### config.mk
export PLATFORM = sky130hd
export DESIGN_NAME = multi_channel_timer
export DESIGN_NICKNAME = d
export VERILOG_FILES = /design/src/rtl/timer_pkg.sv /design/src/rtl/timer_channel.sv /design/src/rtl/multi_channel_timer.sv
export SDC_FILE = /design/constraint.sdc
export NUM_CORES = 1
export LEC_CHECK = 0
export ABC_AREA = 1
export BUFFER_PORTS_ARGS = -buffer_cell sky130_fd_sc_hd__buf_2
export CAP_MARGIN = 0
export CORE_ASPECT_RATIO = 1.75
export CORE_MARGIN = 10
export CORE_UTILIZATION = 50
export CTS_CLUSTER_DIAMETER = 60
export CTS_CLUSTER_SIZE = 40
export DETAILED_ROUTE_END_ITERATION = 16
export HOLD_SLACK_MARGIN = 0.1
export PLACE_DENSITY = 0.7
export SYNTH_ARGS = -nofsm -noshare
export SYNTH_HDL_FRONTEND = slang
export SYNTH_SLANG_ARGS = --single-unit
### constraint.sdc
create_clock -name clk -period 7.3 [get_ports clk]
set_clock_uncertainty 0.1 [all_clocks]
set_input_delay 0.365 -clock clk [delete_from_list [all_inputs] [get_ports clk]]
set_output_delay 0.365 -clock clk [all_outputs]
set_load 0.05 [all_outputs]
### src/rtl/timer_pkg.sv
// Shared types and helpers for the multi-channel countdown timer.
// State encoding, min:sec limits and wrap/decrement functions.
package timer_pkg;

  typedef enum logic [1:0] {
    ST_IDLE  = 2'd0,
    ST_RUN   = 2'd1,
    ST_PAUSE = 2'd2,
    ST_ALARM = 2'd3
  } state_e;

  localparam logic [7:0] MAX_SEC = 8'd59;
  localparam logic [7:0] MAX_MIN = 8'd59;

  typedef struct packed {
    logic [7:0] min;
    logic [7:0] sec;
  } mmss_t;

  function automatic logic [7:0] inc_wrap(
    input logic [7:0] v,
    input logic [7:0] mx
  );
    return (v >= mx) ? 8'd0 : v + 8'd1;
  endfunction

  function automatic mmss_t dec_time(input mmss_t t);
    mmss_t r;
    r = t;
    if (t.sec == 8'd0) begin
      r.sec = MAX_SEC;
      r.min = t.min - 8'd1;
    end else begin
      r.sec = t.sec - 8'd1;
    end
    return r;
  endfunction

  function automatic logic is_zero(input mmss_t t);
    return (t.min == 8'd0) && (t.sec == 8'd0);
  endfunction

endpackage

### src/rtl/timer_channel.sv
// One countdown channel: FSM, time, preset and alarm counter.
// Ports: clk/reset_p/tick, qualified button pulses, time + state flags.
module timer_channel
  import timer_pkg::*;
#(
  parameter int ALARM_TICKS = 30
) (
  input  logic       clk,
  input  logic       reset_p,
  input  logic       tick,
  input  logic       i_start,
  input  logic       i_inc_sec,
  input  logic       i_inc_min,
  input  logic       i_off,
  output logic [7:0] o_sec,
  output logic [7:0] o_min,
  output logic       o_running,
  output logic       o_alarm
);

  localparam int ACW = (ALARM_TICKS > 1) ? $clog2(ALARM_TICKS) : 1;
  localparam logic [ACW-1:0] ACNT_LAST = ACW'(ALARM_TICKS - 1);

  state_e          r_state, w_state;
  mmss_t           r_time, w_time;
  mmss_t           r_pre, w_pre;
  logic [ACW-1:0]  r_acnt, w_acnt;
  mmss_t           w_dec;
  logic            w_any_btn;

  assign w_dec     = dec_time(r_time);
  assign w_any_btn = i_off | i_start | i_inc_sec | i_inc_min;

  always_ff @(posedge clk or posedge reset_p) begin
    if (reset_p) begin
      r_state <= ST_IDLE;
      r_time  <= '0;
      r_pre   <= '0;
      r_acnt  <= '0;
    end else begin
      r_state <= w_state;
      r_time  <= w_time;
      r_pre   <= w_pre;
      r_acnt  <= w_acnt;
    end
  end

  always_comb begin
    w_state = r_state;
    w_time  = r_time;
    w_pre   = r_pre;
    w_acnt  = r_acnt;
    unique case (r_state)
      ST_IDLE: begin
        if (i_off) begin
          w_time = r_pre;
        end else if (i_start && !is_zero(r_time)) begin
          w_state = ST_RUN;
          w_pre   = r_time;
        end else begin
          if (i_inc_sec)
            w_time.sec = inc_wrap(r_time.sec, MAX_SEC);
          if (i_inc_min)
            w_time.min = inc_wrap(r_time.min, MAX_MIN);
        end
      end
      ST_RUN: begin
        if (i_off) begin
          w_state = ST_IDLE;
          w_time  = r_pre;
        end else if (i_start) begin
          w_state = ST_PAUSE;
        end else if (tick) begin
          w_time = w_dec;
          // expiry: alarm shows 00:00 from the same edge
          if (is_zero(w_dec)) begin
            w_state = ST_ALARM;
            w_acnt  = '0;
          end
        end
      end
      ST_PAUSE: begin
        if (i_off) begin
          w_state = ST_IDLE;
          w_time  = r_pre;
        end else if (i_start) begin
          w_state = ST_RUN;
        end
      end
      ST_ALARM: begin
        if (w_any_btn) begin
          w_state = ST_IDLE;
          w_time  = r_pre;
        end else if (tick) begin
          if (r_acnt == ACNT_LAST) begin
            w_state = ST_IDLE;
            w_time  = r_pre;
          end else begin
            w_acnt = r_acnt + 1'b1;
          end
        end
      end
      default: w_state = ST_IDLE;
    endcase
  end

  assign o_sec     = r_time.sec;
  assign o_min     = r_time.min;
  assign o_running = (r_state == ST_RUN);
  assign o_alarm   = (r_state == ST_ALARM);

endmodule

### src/rtl/multi_channel_timer.sv
// NUM_CH countdown channels sharing one tick prescaler and button set.
// Ports: buttons in, selected channel time + per-channel flags out.
module multi_channel_timer
  import timer_pkg::*;
#(
  parameter int NUM_CH      = 4,
  parameter int CLK_HZ      = 100_000_000,
  parameter int TICK_HZ     = 1,
  parameter int ALARM_TICKS = 30,
  localparam int CH_W       = $clog2(NUM_CH)
) (
  input  logic              clk,
  input  logic              reset_p,
  input  logic              enable,
  input  logic              btn_sel,
  input  logic              btn_start,
  input  logic              inc_sec,
  input  logic              inc_min,
  input  logic              alarm_off,
  output logic [CH_W-1:0]   sel_ch,
  output logic [7:0]        sec,
  output logic [7:0]        min,
  output logic [NUM_CH-1:0] running,
  output logic [NUM_CH-1:0] alarm,
  output logic              alarm_any
);

  localparam int PS_MAX = CLK_HZ / TICK_HZ - 1;
  localparam int PS_W   = (PS_MAX > 0) ? $clog2(PS_MAX + 1) : 1;
  localparam logic [PS_W-1:0] PS_LAST = PS_W'(PS_MAX);
  localparam logic [CH_W-1:0] CH_LAST = CH_W'(NUM_CH - 1);

  logic [PS_W-1:0] r_ps;
  logic            w_tick;
  logic [CH_W-1:0] r_sel;
  logic [7:0]      w_sec [NUM_CH];
  logic [7:0]      w_min [NUM_CH];

  assign w_tick = (r_ps == PS_LAST);

  always_ff @(posedge clk or posedge reset_p) begin
    if (reset_p)
      r_ps <= '0;
    else if (w_tick)
      r_ps <= '0;
    else
      r_ps <= r_ps + 1'b1;
  end

  always_ff @(posedge clk or posedge reset_p) begin
    if (reset_p)
      r_sel <= '0;
    else if (enable && btn_sel)
      r_sel <= (r_sel == CH_LAST) ? '0 : r_sel + 1'b1;
  end

  for (genvar g = 0; g < NUM_CH; g++) begin : g_ch
    logic w_hit;
    // buttons in the btn_sel cycle still target the old channel
    assign w_hit = enable && (r_sel == CH_W'(g));

    timer_channel #(
      .ALARM_TICKS(ALARM_TICKS)
    ) u_ch (
      .clk       (clk),
      .reset_p   (reset_p),
      .tick      (w_tick),
      .i_start   (w_hit & btn_start),
      .i_inc_sec (w_hit & inc_sec),
      .i_inc_min (w_hit & inc_min),
      .i_off     (w_hit & alarm_off),
      .o_sec     (w_sec[g]),
      .o_min     (w_min[g]),
      .o_running (running[g]),
      .o_alarm   (alarm[g])
    );
  end

  assign sel_ch    = r_sel;
  assign sec       = w_sec[r_sel];
  assign min       = w_min[r_sel];
  assign alarm_any = |alarm;

endmodule

==> flow_metrics.tcl <==
set metrics [dict create \
    via_per_inst 5.85 \
    crit_arrival_ns 4.42 \
    yosys_warnings 0 \
    drive_gt1_share_pct 9.14 \
    cp-start-kind "flop" \
    num_vias 13000 \
    wl_met3_um 2240 \
    dpl.cell_count 2191 \
    placed_cell_area_mm2 0.0135 \
    stdcell_count 2224 \
    wire_per_inst_um 18.5 \
    grt-ovfl-total 0 \
    die_w_um 143 \
    drv_cap 0 \
    setup.worst_path.end "g_ch[0].u_ch.o_min[7]" \
    cp.required_ns 7.56 \
    reg2reg_depth 13 \
    yosysTopAreaCell "dfrtp_1" \
    clk_pin_slew_ns 0.08 \
    design_area_mm2 0.0141 \
    hold_viol 0 \
    antenna_found_initial 0 \
    min_path_type "in -> reg" \
    fin_util_pct 54.2 \
    clock_latency_ns 0.47 \
    path_depth 13 \
    met1_length_um 15600 \
    ys.flop_type "dfrtp_1" \
    netlist-cell-type-count 57 \
    peakVddDrop_v 0.000477 \
    r2r_setup_slack_ns 3.14 \
    core_area_mm2 0.0261 \
    rr_startpoint "sel_ch[0]" \
    power_leakage_uw 0.00665 \
    yosysTopAreaCellShare_pct 34.8 \
    avgSynthCellArea_um2 7.00 \
    cts-root-buf "clkbuf_16" \
    start_util_pct 51.0 \
    grt_max_degree 110 \
    critical_path_class "reg -> reg" \
    grt_pass1_wl_um 66200 \
    powerDensity_mw_per_mm2 480 \
    first_global_vias 12700 \
    cts_tree "yes" \
    fin_nets 1936 \
    path_delay_family "simple AND/OR/NAND/NOR gates" \
    cp_num_buf_inv 4 \
    wl_met2_um 20500 \
    synth_edf_count 0 \
    fin_tns_setup_ns 0 \
    fin_crit_sh_pct 57.0 \
    top_layer "met4" \
    first_iter_violations 1170 \
    drt_first_pass_iters 6 \
    num_rows 78 \
    io_pins 35 \
    cp_max_fo 32 \
    cts_buffers 17 \
    async_reset_ff_share_pct 100 \
    rsz0062_at_grt "no" \
    crit_start "sel_ch[0]" \
    end_kind "flop" \
    tightest_slew_ns 1.22 \
    finalCriticalPeriod_ns 4.16 \
    hpwlAfterDp_um 31100 \
    area_growth_pct 6.29 \
    synth_area_mm2 0.0133 \
    die-area_mm2 0.0338 \
    h-tree-depth 4 \
    yosys-top-cells-area "dfrtp_1 35%, nand2_1 13%, inv_1 6.0%" \
    slew_violations 0 \
    drc 0 \
    syn_inst 1898 \
    max_stage_delay_ns 0.93 \
    track_usage_pct 24.7 \
    antenna_left 0 \
    critPathSlowestCell "nor2_1" \
    antenna_cells 0 \
    num-fill-cells 2528 \
    synthesis.nets 1943 \
    fmax_mhz 240 \
    io_buffers 34 \
    synth-seq-area-share_pct 34.8 \
    finalHoldWorstSlack_ns 0.193 \
    clock_sinks 185 \
    r2r-end "g_ch[0].u_ch.o_min[7]" \
    postSynthRegisterBits 185 \
    cts_buffer_depth 2 \
    status "finished, final reports clean" \
    setup-violations-final 0 \
    dieHeight_um 236 \
    routed_wl_um 41100 \
    place.gp.congestion 0.986 \
    cp_cell_sequence "inv_1 > buf_4 > ha_1 > nand2_4 > nor2_8 > inv_2 > nand2_2 > nor2_1 > inv_4 > nand4_2 > nor2_4 > o21ai_0 > o21ai_1" \
    relSlewSlack_pct 18.7 \
    cts-resized-gates 0 \
]
-- synthesized netlist by cell type, types with 5 or more instances --
cell,n
xnor2_1,7
nor2_4,9
nor2_2,13
o211ai_1,10
nand3_1,113
ha_1,37
or2_2,5
nand2_4,5
dfrtp_1,185
inv_1,212
nor3_2,5
nand2_2,13
o21a_1,15
inv_2,20
o21ai_2,12
o221ai_1,11
nand4_1,35
buf_2,15
nand3_2,5
a31oi_1,5
nor2_1,186
buf_4,12
o21ai_1,49
o22ai_1,21
buf_6,6
a21oi_1,103
nor3_1,36
xor2_1,55
clkbuf_1,30
o21ai_0,152
nand2_1,458
a22oi_1,8
o311ai_0,7
-- cell type report --
class / count / area [um^2] / share of cell area, %
Clock buffer: 19 / 443 / 3.13
Clock inverter: 13 / 141 / 1.00
Inverter: 238 / 908 / 6.43
Multi-Input combinational cell: 1410 / 7400 / 52.4
Timing Repair Buffer: 39 / 210 / 1.49
Tap cell: 320 / 400 / 2.83
Sequential cell: 185 / 4630 / 32.8
-- power breakdown --
group / leakage, uW / total (uW) / switching [uW] / internal (uW)
clock: 0.000281 / 962 / 446 / 516
combinational: 0.00400 / 3920 / 2770 / 1150
sequential: 0.00237 / 1900 / 506 / 1400
-- timing repair --
item / in CTS / in global routing
endpoints found under the hold margin: 108 / 0
hold buffers: 1 / 0
setup buffers: 0 / 0
-- worst reg2reg max path: stages (launching register included) --
cell and delay [ns]:
dfrtp_1 0.78, inv_1 0.48, buf_4 0.36, ha_1 0.26, nand2_4 0.13, nor2_8 0.06
inv_2 0.14, nand2_2 0.08, nor2_1 0.93, inv_4 0.23, nand4_2 0.21, nor2_4 0.09
o21ai_0 0.11, o21ai_1 0.08
-- cells in the final DEF (no fill, tap or decap), types with 15 or more instances in the layout --
cell type | synthesis | layout
dfrtp_1 | 185 | 185
ha_1 | 37 | 37
nand4_1 | 35 | 35
buf_2 | 15 | 34
nand2_1 | 458 | 458
o21ai_1 | 49 | 49
o21a_1 | 15 | 15
o21ai_0 | 152 | 152
inv_2 | 20 | 20
o22ai_1 | 21 | 21
nor2_1 | 186 | 185
clkbuf_16 | 0 | 17
nand3_1 | 113 | 113
inv_1 | 212 | 211
a21oi_1 | 103 | 103
xor2_1 | 55 | 55
nor3_1 | 36 | 36
-- layer usage --
layer | track usage [%] | vias to the layer above
li1 | - | 6231
met1 | 27.2 | 6105
met3 | 4.46 | 166
met5 | 0 | -
met2 | 42.1 | 503
met4 | 16.5 | 0
-- sequential cells by signal, summed over array words and instances, names as in the netlist --
register,flops
g_ch.u_ch.o_min,32
g_ch.u_ch.r_acnt,20
r_ps,27
sel_ch,2
g_ch.u_ch.r_pre,64
g_ch.u_ch.r_state,8
g_ch.u_ch.o_sec,32
-- cells by family after synthesis --
kind of cell | share of synthesized area, %
adder cells (fa/ha/maj) | 3.48
AND/OR/NAND/NOR | 30.4
multiplexers | 0.0847
XOR/XNOR | 4.08
buffers and inverters | 9.55
AO/OA/AOI/OAI | 17.6
flip-flops | 34.8
-- stage by stage --
step / setup slack [ns] / total power (uW)
floorplan: 1.81 / 4770
global placement: 3.41 / 5710
detailed placement: 3.21 / 5750
CTS: 3.20 / 6730
global route: 2.69 / 7290
finish: 3.14 / 6790
-- worst min path at each step --
stage | from | end | depth (start not counted) | slack, ns
after floorplan | g_ch[0].u_ch.r_pre[7] | g_ch[0].u_ch.r_pre[7] | 2 | 0.34
after global placement | r_ps[0] | r_ps[0] | 1 | 0.37
after detailed placement | g_ch[1].u_ch.r_pre[12] | g_ch[1].u_ch.r_pre[12] | 1 | 0.38
after CTS | btn_sel | sel_ch[0] | 4 | 0.17
after global routing | btn_sel | sel_ch[0] | 4 | 0.21
final | btn_sel | sel_ch[0] | 4 | 0.19
No activity file was read; power rests on OpenSTA's default activity.
